==> config.mk <==
export PLATFORM = sky130hd
export DESIGN_NAME = seq_addsub_chunked
export DESIGN_NICKNAME = d
export VERILOG_FILES = /design/src/rtl/arith_pkg.sv /design/src/rtl/adder_chunk.sv /design/src/rtl/full_adder.sv /design/src/rtl/seq_addsub_chunked.sv
export SDC_FILE = /design/constraint.sdc
export NUM_CORES = 1
export LEC_CHECK = 0
export BUFFER_PORTS_ARGS = -buffer_cell sky130_fd_sc_hd__buf_2
export CAP_MARGIN = 20
export CORE_UTILIZATION = 50
export DETAILED_ROUTE_END_ITERATION = 8
export PLACE_DENSITY = 0.74
export SLEW_MARGIN = 20
export SYNTH_ARGS = -nofsm -noshare
export SYNTH_HDL_FRONTEND = slang
export SYNTH_SLANG_ARGS = --single-unit
==> constraint.sdc <==
create_clock -name clk -period 3.4 [get_ports clk]
set_clock_uncertainty 0.05 [all_clocks]
set_input_delay 0.34 -clock clk [delete_from_list [all_inputs] [get_ports clk]]
set_output_delay 0.34 -clock clk [all_outputs]
set_load 0.01 [all_outputs]
==> src/rtl/arith_pkg.sv <==
// Shared encodings for the chunked add/subtract engine: operation modes,
// FSM states and small mode-decoding helpers.
package arith_pkg;

    localparam logic [1:0] MODE_ADD  = 2'b00;
    localparam logic [1:0] MODE_SUB  = 2'b01;
    localparam logic [1:0] MODE_B2A  = 2'b10;
    localparam logic [1:0] MODE_RSUB = 2'b11;

    typedef enum logic [1:0] {
        ST_IDLE  = 2'b00,
        ST_PASS1 = 2'b01,
        ST_PASS2 = 2'b10,
        ST_DONE  = 2'b11
    } state_t;

    // Every mode except plain addition is X + ~Y + 1.
    function automatic logic mode_is_sub(input logic [1:0] m);
        return (m != MODE_ADD);
    endfunction

    // Modes whose first pass takes B as the minuend.
    function automatic logic mode_swaps(input logic [1:0] m);
        return (m == MODE_B2A) || (m == MODE_RSUB);
    endfunction

endpackage

==> src/rtl/adder_chunk.sv <==
// Combinational W-bit ripple adder built from full_adder cells; also exposes
// the carry into the MSB so the caller can form signed overflow.
module adder_chunk #(
    parameter int W = 4
) (
    input  logic [W-1:0] x,
    input  logic [W-1:0] y,
    input  logic         cin,
    output logic [W-1:0] s,
    output logic         cout,
    output logic         cmsb
);

    logic [W:0] w_c;

    assign w_c[0] = cin;

    for (genvar i = 0; i < W; i++) begin : g_fa
        full_adder u_fa (
            .a    (x[i]),
            .b    (y[i]),
            .cin  (w_c[i]),
            .s    (s[i]),
            .cout (w_c[i+1])
        );
    end

    assign cout = w_c[W];
    assign cmsb = w_c[W-1];

endmodule

==> src/rtl/full_adder.sv <==
// One-bit full adder, the leaf cell of the chunk ripple adder.
module full_adder (
    input  logic a,
    input  logic b,
    input  logic cin,
    output logic s,
    output logic cout
);

    assign s    = a ^ b ^ cin;
    assign cout = (a & b) | (cin & (a ^ b));

endmodule

==> src/rtl/seq_addsub_chunked.sv <==
// Multi-cycle add/subtract engine: one CHUNK-bit slice per clock, carry held
// in a register between slices; mode 10 chains a second subtraction pass.
module seq_addsub_chunked
    import arith_pkg::*;
#(
    parameter int WIDTH = 16,
    parameter int CHUNK = 4
) (
    input  logic             clk,
    input  logic             rst,
    input  logic             start,
    input  logic [1:0]       mode,
    input  logic [WIDTH-1:0] a,
    input  logic [WIDTH-1:0] b,
    output logic             busy,
    output logic             done,
    output logic [WIDTH-1:0] result,
    output logic             cout,
    output logic             ovf
);

    localparam int K     = WIDTH / CHUNK;
    localparam int CNT_W = (K > 1) ? $clog2(K) : 1;

    state_t             r_state;
    state_t             w_state_next;
    logic [WIDTH-1:0]   r_x;
    logic [WIDTH-1:0]   r_y;
    logic [WIDTH-1:0]   r_acc;
    logic [1:0]         r_mode;
    logic               r_carry;
    logic               r_ovf1;
    logic [CNT_W-1:0]   r_cnt;
    logic [WIDTH-1:0]   r_result;
    logic               r_cout;
    logic               r_ovf;

    logic [CHUNK-1:0]   w_x_chunk;
    logic [CHUNK-1:0]   w_y_chunk;
    logic [CHUNK-1:0]   w_s;
    logic               w_cout;
    logic               w_cmsb;
    logic               w_last;
    logic               w_accept;
    logic               w_busy;
    logic               w_done;
    logic               w_pass_ovf;
    logic [WIDTH-1:0]   w_pass_res;

    assign w_x_chunk  = r_x[int'(r_cnt) * CHUNK +: CHUNK];
    assign w_y_chunk  = mode_is_sub(r_mode) ? ~r_y[int'(r_cnt) * CHUNK +: CHUNK]
                                            :  r_y[int'(r_cnt) * CHUNK +: CHUNK];
    assign w_last     = (r_cnt == CNT_W'(K - 1));
    assign w_accept   = start && ((r_state == ST_IDLE) || (r_state == ST_DONE));
    assign w_pass_ovf = w_cmsb ^ w_cout;

    adder_chunk #(.W(CHUNK)) u_adder (
        .x    (w_x_chunk),
        .y    (w_y_chunk),
        .cin  (r_carry),
        .s    (w_s),
        .cout (w_cout),
        .cmsb (w_cmsb)
    );

    // Full pass value: earlier slices from the accumulator, top slice live.
    always_comb begin
        w_pass_res = r_acc;
        w_pass_res[WIDTH-1 -: CHUNK] = w_s;
    end

    // State register.
    always_ff @(posedge clk) begin
        if (rst) begin
            r_state <= ST_IDLE;
        end else begin
            r_state <= w_state_next;
        end
    end

    // Next-state logic.
    always_comb begin
        w_state_next = r_state;
        case (r_state)
            ST_IDLE:  w_state_next = start ? ST_PASS1 : ST_IDLE;
            ST_PASS1: begin
                if (w_last) begin
                    w_state_next = (r_mode == MODE_B2A) ? ST_PASS2 : ST_DONE;
                end else begin
                    w_state_next = ST_PASS1;
                end
            end
            ST_PASS2: w_state_next = w_last ? ST_DONE : ST_PASS2;
            ST_DONE:  w_state_next = start ? ST_PASS1 : ST_IDLE;
            default:  w_state_next = ST_IDLE;
        endcase
    end

    // Status decode from the state register.
    always_comb begin
        w_busy = 1'b0;
        w_done = 1'b0;
        case (r_state)
            ST_PASS1, ST_PASS2: w_busy = 1'b1;
            ST_DONE:            w_done = 1'b1;
            default: begin
                w_busy = 1'b0;
                w_done = 1'b0;
            end
        endcase
    end

    // Operand capture, per-slice accumulation and end-of-pass bookkeeping.
    always_ff @(posedge clk) begin
        if (rst) begin
            r_x      <= '0;
            r_y      <= '0;
            r_acc    <= '0;
            r_mode   <= MODE_ADD;
            r_carry  <= 1'b0;
            r_ovf1   <= 1'b0;
            r_cnt    <= '0;
            r_result <= '0;
            r_cout   <= 1'b0;
            r_ovf    <= 1'b0;
        end else if (w_accept) begin
            r_x     <= mode_swaps(mode) ? b : a;
            r_y     <= mode_swaps(mode) ? a : b;
            r_acc   <= '0;
            r_mode  <= mode;
            r_carry <= mode_is_sub(mode);
            r_ovf1  <= 1'b0;
            r_cnt   <= '0;
        end else if (w_busy) begin
            if (!w_last) begin
                r_acc[int'(r_cnt) * CHUNK +: CHUNK] <= w_s;
                r_carry <= w_cout;
                r_cnt   <= r_cnt + CNT_W'(1);
            end else if ((r_state == ST_PASS1) && (r_mode == MODE_B2A)) begin
                // Second pass subtracts A again from the first-pass difference.
                r_x     <= w_pass_res;
                r_carry <= 1'b1;
                r_ovf1  <= w_pass_ovf;
                r_cnt   <= '0;
            end else begin
                r_result <= w_pass_res;
                r_cout   <= w_cout;
                r_ovf    <= w_pass_ovf | r_ovf1;
                r_carry  <= 1'b0;
                r_cnt    <= '0;
            end
        end
    end

    assign busy   = w_busy;
    assign done   = w_done;
    assign result = r_result;
    assign cout   = r_cout;
    assign ovf    = r_ovf;

endmodule

==> metrics.csv, run 1 <==
stage,metric,value,unit
clocking,H-tree lvl count,3,
timing,Worst Max-Slew Pin Slew,920,ps
cells_and_area,most frequent cells in the layout,"dfxtp_1 (69), buf_2 (56), mux2i_1 (50)",
placed_design,HPWL after detailed placement,6360,um
routing,Routed WL,8940,um
worst_setup_path,Worst path slowest cell,mux4_2,
synthesis,#FFs+latches synth,70,
clocking,largest buffer count on any clock path,2,
worst_setup_path,"delay-heaviest family, CP",adder cells,
grt,first-pass GRT wire length,14200,um
clocking,CTS tree,yes,
cells_and_area,n_diodes,0,
worst_setup_path,arrival time worst endpoint,3470,ps
cells_and_area,Final nets,476,
floorplanning,IO Count,57,
floorplanning,Site Rows,31,
timing,fin. max-slew vios,0,
grt,vias in the first global route,2855,
worst_setup_path,Critical Path End,r_x[15],
cells_and_area,"most common cell after layout, fill and taps aside",dfxtp_1,
routing,DRC,0,
placed_design,placed instance count,515,
grt,initial antenna violation count,0,
floorplanning,Core ar.,7210,um2
worst_hold_path,Min-Delay Path Class,in -> reg,
cells_and_area,fill cell count,660,
routing,Starting DRT DRC Count,198,
power,Pleak,1.76,nW
timing,hold_ws,188,ps
clocking,Num Clock Sinks,70,
routing,via count,3089,
routing,DR pass1 iterations,4,
worst_setup_path,r2r setup slk,150,ps
routing,top layer in use,met4,
synthesis,Yosys warning count,0,
synthesis,number of flops mapped to enable cells by yosys,0,
floorplanning,Die Span X,88.2,um
clocking,CTS-repair resized insts,0,
synthesis,Gate Count Post-Synth,386,
outcome,status,finished clean,
timing,fin crit share,0.956,
grt,Overflow after GRT,0,
worst_setup_path,crit-path cells,"mux4_2, xor2_1, fa_1, fa_1, inv_1, fa_1, inv_1, fa_1, a21boi_0, a211o_1, mux2i_1",
timing,RSZ-0062 raised after global routing,false,
synthesis,Synth cell types,37,
placed_design,GP Congestion,0.833,
worst_setup_path,Worst setup EP type,flop,
cells_and_area,post-route cell area,4230,um2
clocking,post-CTS setup buffers,0,
routing,metal3 WL,436,um
synthesis,Async SR Flop Fraction,0,
clocking,Skew-Pair Late Insertion Delay,350,ps
worst_setup_path,CP required,3620,ps
timing,final worst path period need,3250,ps
synthesis,syn_area_per_cell,9.62,um2
worst_setup_path,CP Depth,11,
synthesis,"top cells by area, synth","dfxtp_1 (38%), mux2i_1 (13%), mux4_2 (4.9%), a21oi_1 (4.7%), a211oi_1 (4.7%)",
worst_setup_path,Startpoint Class,flop,
placed_design,Placement Setup Slack,140,ps
routing,met2 wire len,4410,um
cells_and_area,"Core Util, Final",0.586,
cells_and_area,"Cell Count, Final, Fillers Out",531,
floorplanning,die footprint,7770,um2
routing,Met1 Wirelength,3800,um
floorplanning,Chip Height,88.2,um
power,Total Power,2.02,mW
synthesis,share of the synthesized area in the top cell type,0.377,
placed_design,PortBufs,56,
synthesis,net count after synthesis,435,
clocking,"Reg clk slew, reported paths",70,ps
synthesis,Netlist Area Pre-Place,3710,um2
grt,global router's overall resource usage,0.243,
worst_setup_path,Crit path largest cell delay,510,ps
worst_setup_path,crit-path most repeated cell,fa_1,
timing,Fmax achieved,0.308,GHz
power,Cell Pwr Density,478,nW/um2
cells_and_area,share of cells above drive strength 1,0.218,
synthesis,Most used DFF post-synth,dfxtp_1,
synthesis,top cell type by total area after synthesis,dfxtp_1,
synthesis,register area share after synthesis,0.377,
worst_setup_path,critical register-to-register path endpoint,r_x[15],
floorplanning,Initial Utilization,0.515,
timing,Fin Setup TNS,0,ps
worst_setup_path,CP bufs+invs,2,
cells_and_area,synthesis-to-finish area growth,13.9,%
routing,Routed WL per cell,16.8,um
timing,worst setup margin,149,ps
timing,slew margin rel.,0.387,
worst_setup_path,R2R cell count,11,
timing,final hold vios,0,
routing,Via-to-Cell Ratio,5.82,
worst_setup_path,"critical path fanouts, max",3,
routing,post-route ant nets,0,
clocking,CTS Hold Buffers Added,0,
job,Max Cap Violations,0,
worst_setup_path,critical path class,reg -> reg,
clocking,root buffer cell,clkbuf_8,
clocking,cts bufs inserted,9,
grt,largest net degree at the start of global routing,52,
worst_setup_path,CP startpoint,r_cnt[0],
power,Worst VDD drop,0.197,mV
placed_design,DP Area,3990,um2
timing,Final Setup Violations,0,
worst_setup_path,RR Startpoint,r_cnt[0],
## state kept, by name (all words and copies together), names as in the netlist
name / count
r_y: 16
r_mode: 2
ovf: 1
cout: 1
r_acc: 12
r_cnt: 2
r_ovf1: 1
result: 16
r_x: 16
r_state: 2
r_carry: 1
## kinds of logic after synthesis
family	share of synthesized area
mux	0.183
fa+ha+maj	0.0485
simple gates	0.120
compound gates	0.195
buf+inv	0.0644
xor+xnor	0.0118
flops	0.377
## worst min-delay path by stage
stage	from	end	slack (ps)	cells after the start
after CTS	mode[0]	r_mode[0]	180	3
final	mode[0]	r_mode[0]	190	3
after global placement	r_x[2]	r_x[2]	410	2
after global routing	mode[0]	r_mode[0]	200	3
after floorplan	r_ovf1	r_ovf1	400	2
after detailed placement	result[11]	result[11]	410	2
## synthesized netlist by cell type, drive strengths merged, types with 3 or more instances
library cell	count
and3b	3
a32oi	12
a21oi	35
nand3	13
buf	23
inv	15
o21ai	14
nor2	35
nand2	5
a211o	16
xor2	3
dfxtp	70
ha	8
nand2b	19
clkbuf	11
a211oi	23
mux4	8
fa	4
or3b	3
mux2i	50
a21boi	3
## routing by layer
layer	GRT usage	vias up
met3	0.0452	26
met2	0.393	86
li1	-	1491
met4	0.132	0
met1	0.308	1486
met5	0	-
## power breakdown
part	internal, mW	total [mW]	switching, mW
Clock	0.453	0.774	0.321
Combinational	0.151	0.358	0.207
Sequential	0.861	0.887	0.0269
Total	1.46	2.02	0.555
## layout make-up
class | instances | area, um2 | area share
multi-input combinational | 267 | 2070 | 0.490
clock buffer | 11 | 151 | 0.0358
sequential | 70 | 1400 | 0.332
timing repair buffer | 64 | 340 | 0.0805
clock inverter | 5 | 81.3 | 0.0192
tap | 99 | 124 | 0.0293
inverter | 15 | 56.3 | 0.0133
## tightest hold or removal path, cell delays in order
cell	delay [ps]
buf_2	100
nand2_1	50
a21oi_1	50
Power figures use the tool's default switching activity.
==> run 2, diff against run 1 <==
Settings changed: ABC_AREA set to 1.
==> metrics.csv, run 2 <==
stage,metric,value,unit
outcome,status,finished clean,
synthesis,"top cells by area, synth","dfxtp_1 (37%), nand2_1 (14%), nor2_1 (9.6%), o21ai_0 (9.3%), inv_1 (6.9%)",
floorplanning,Chip Height,89.3,um
cells_and_area,"most common cell after layout, fill and taps aside",nand2_1,
synthesis,Most used DFF post-synth,dfxtp_1,
routing,Via-to-Cell Ratio,5.04,
power,Cell Pwr Density,530,nW/um2
cells_and_area,fill cell count,752,
routing,Routed WL,9720,um
routing,met2 wire len,4610,um
power,sequential share of power,0.414,
power,Sw Share,0.348,
synthesis,most frequent cell after synthesis,nand2_1,
cells_and_area,n_diodes,0,
timing,final worst path period need,3080,ps
worst_setup_path,critical register-to-register path endpoint,r_acc[7],
worst_setup_path,crit-path most repeated cell,fa_1,
grt,Overflow after GRT,0,
power,Comb power frac,0.288,
timing,RSZ-0062 raised after global routing,false,
synthesis,net count after synthesis,646,
routing,Starting DRT DRC Count,239,
placed_design,PortBufs,56,
worst_setup_path,Crit path largest cell delay,480,ps
clocking,CTS tree,yes,
timing,slew margin rel.,0.545,
clocking,Skew-Pair Late Insertion Delay,350,ps
worst_setup_path,crit-path cells,"buf_4, nand2_1, o21ai_0, a21oi_1, fa_1, fa_1, inv_1, fa_1, inv_1, fa_1, inv_1, nand2_1, nor2_1, o21ai_0, nor2_1",
worst_setup_path,RR Startpoint,r_cnt[0],
clocking,cts bufs inserted,9,
routing,Routed WL per cell,13.0,um
routing,Met1 Wirelength,4400,um
cells_and_area,synthesis-to-finish area growth,13.5,%
routing,via count,3754,
worst_setup_path,Worst setup EP type,flop,
synthesis,share of the synthesized area in the top cell type,0.368,
cells_and_area,share of cells above drive strength 1,0.146,
synthesis,register area share after synthesis,0.368,
job,Max Cap Violations,0,
timing,Worst Max-Slew Pin Slew,681,ps
synthesis,#FFs+latches synth,70,
power,Pleak,2.13,nW
floorplanning,Initial Utilization,0.523,
timing,fin. max-slew vios,0,
routing,DR pass1 iterations,5,
floorplanning,IO Count,57,
worst_setup_path,R2R cell count,15,
grt,global router's overall resource usage,0.267,
routing,top layer in use,met4,
power,internal power,1.49,mW
worst_setup_path,CP Depth,15,
worst_setup_path,CP bufs+invs,4,
grt,largest net degree at the start of global routing,53,
worst_hold_path,Min-Delay Path Class,in -> reg,
synthesis,Gate Count Post-Synth,597,
cells_and_area,Final nets,690,
clocking,largest buffer count on any clock path,2,
clocking,Num Clock Sinks,70,
power,Total Power,2.29,mW
worst_setup_path,Worst path slowest cell,fa_1,
cells_and_area,most frequent cells in the layout,"nand2_1 (141), nor2_1 (97), o21ai_0 (71)",
floorplanning,Core ar.,7290,um2
clocking,post-CTS setup buffers,0,
worst_setup_path,CP required,3590,ps
floorplanning,Site Rows,31,
timing,Fin Setup TNS,0,ps
clocking,H-tree lvl count,3,
timing,fin crit share,0.907,
worst_setup_path,critical path class,reg -> reg,
synthesis,top cell type by total area after synthesis,dfxtp_1,
clocking,root buffer cell,clkbuf_8,
floorplanning,Die Span X,89.3,um
grt,first-pass GRT wire length,15800,um
synthesis,syn_area_per_cell,6.38,um2
worst_setup_path,"critical path fanouts, max",11,
synthesis,number of flops mapped to enable cells by yosys,0,
worst_hold_path,WHS Path Cells,3,
timing,Fmax achieved,0.324,GHz
routing,post-route ant nets,0,
placed_design,GP Congestion,0.879,
clocking,"Reg clk slew, reported paths",70,ps
power,Worst VDD drop,0.245,mV
routing,DRC,0,
power,Clock power frac,0.298,
grt,initial antenna violation count,0,
worst_setup_path,CP startpoint,r_cnt[0],
synthesis,Async SR Flop Fraction,0,
worst_setup_path,arrival time worst endpoint,3280,ps
worst_setup_path,"delay-heaviest family, CP",adder cells,
worst_setup_path,r2r setup slk,320,ps
timing,final hold vios,0,
routing,metal3 WL,508,um
synthesis,"top cells by count, synth","nand2_1 (141), nor2_1 (97), o21ai_0 (71)",
clocking,CTS Hold Buffers Added,0,
synthesis,Synth cell types,24,
worst_setup_path,Critical Path End,r_acc[7],
worst_setup_path,Startpoint Class,flop,
synthesis,Yosys warning count,0,
timing,Final Setup Violations,0,
synthesis,Netlist Area Pre-Place,3810,um2
power,P_sw,0.796,mW
grt,vias in the first global route,3368,
floorplanning,die footprint,7980,um2
placed_design,HPWL after detailed placement,7160,um
==> run 2: cell types whose count changed after synthesis, sizes merged, moves of 16 or more <==
cell | previous run | this run
a211oi | 23 | 0
nor2 | 35 | 102
nand2b | 19 | 0
o21ai | 14 | 72
mux2i | 50 | 0
nand2 | 5 | 145
nand3 | 13 | 45
a211o | 16 | 0
inv | 15 | 75
==> run 2: power by group through the flow <==
stage               Clock (mW)  Combinational, mW  Sequential [mW]
floorplan                    0              0.489            0.943
global route             0.721              0.752            0.955
detailed placement           0              0.646            0.964
finish                   0.682              0.660            0.947
global placement             0              0.635            0.963
CTS                      0.692              0.652            0.946
==> run 2: worst reg2reg max path: stages (launching register included) <==
cell and delay [ps]:
dfxtp_2 440, buf_4 210, nand2_1 60, o21ai_0 70, a21oi_1 110, fa_1 430
fa_1 370, inv_1 70, fa_1 210, inv_1 70, fa_1 480, inv_1 70
nand2_1 90, nor2_1 40, o21ai_0 150, nor2_1 50
==> run 2: stage by stage <==
step | std cells | setup slack [ps] | utilization | cell area, um2 | hold WS (ps)
detailed placement | 728 | 236 | 0.563 | 4110 | 397
global placement | 728 | 319 | 0.563 | 4110 | 393
CTS | 744 | 209 | 0.591 | 4310 | 227
global route | 745 | 84.2 | 0.593 | 4320 | 252
finish | 745 | 315 | 0.593 | 4320 | 237
floorplan | 597 | 314 | - | 3810 | 378
==> run 2: cell families after synthesis <==
kind of cell / count (synthesis) / synth area share
AOI/OAI and AO/OA: 111 / 0.147
xor gates and xnor gates: 5 / 0.0115
adders and majority gates: 12 / 0.0473
buffers and inverters: 106 / 0.115
DFF: 70 / 0.368
and+or+nand+nor: 293 / 0.311
==> run 2: worst min-delay path by stage <==
stage / end / start / slack (ps)
floorplan: r_y[12] / r_y[12] / 380
global placement: r_y[6] / r_y[6] / 390
detailed placement: r_y[10] / r_y[10] / 400
CTS: r_y[1] / a[1] / 230
global route: r_y[1] / a[1] / 250
finish: r_y[1] / a[1] / 240
==> run 2: what timing repair did <==
action	CTS	global route
endpoints found under the hold margin	0	0
gates resized for setup	0	2
endpoints found under the setup margin	0	2
==> run 2: area by class of cell <==
class,instances,area (um2),share of cell area
Clock inverter,4,45.0,0.0104
Sequential cell,70,1400,0.325
Tap cell,99,124,0.0286
Inverter,76,285,0.0660
Timing Repair Buffer,63,340,0.0787
Clock buffer,12,155,0.0359
Multi-Input combinational cell,421,1970,0.456
==> run 2: per-layer routing <==
metal	vias up	global-route usage
li1	1956	-
met1	1649	0.335
met2	132	0.457
met3	17	0.0369
met4	0	0.117
met5	-	0
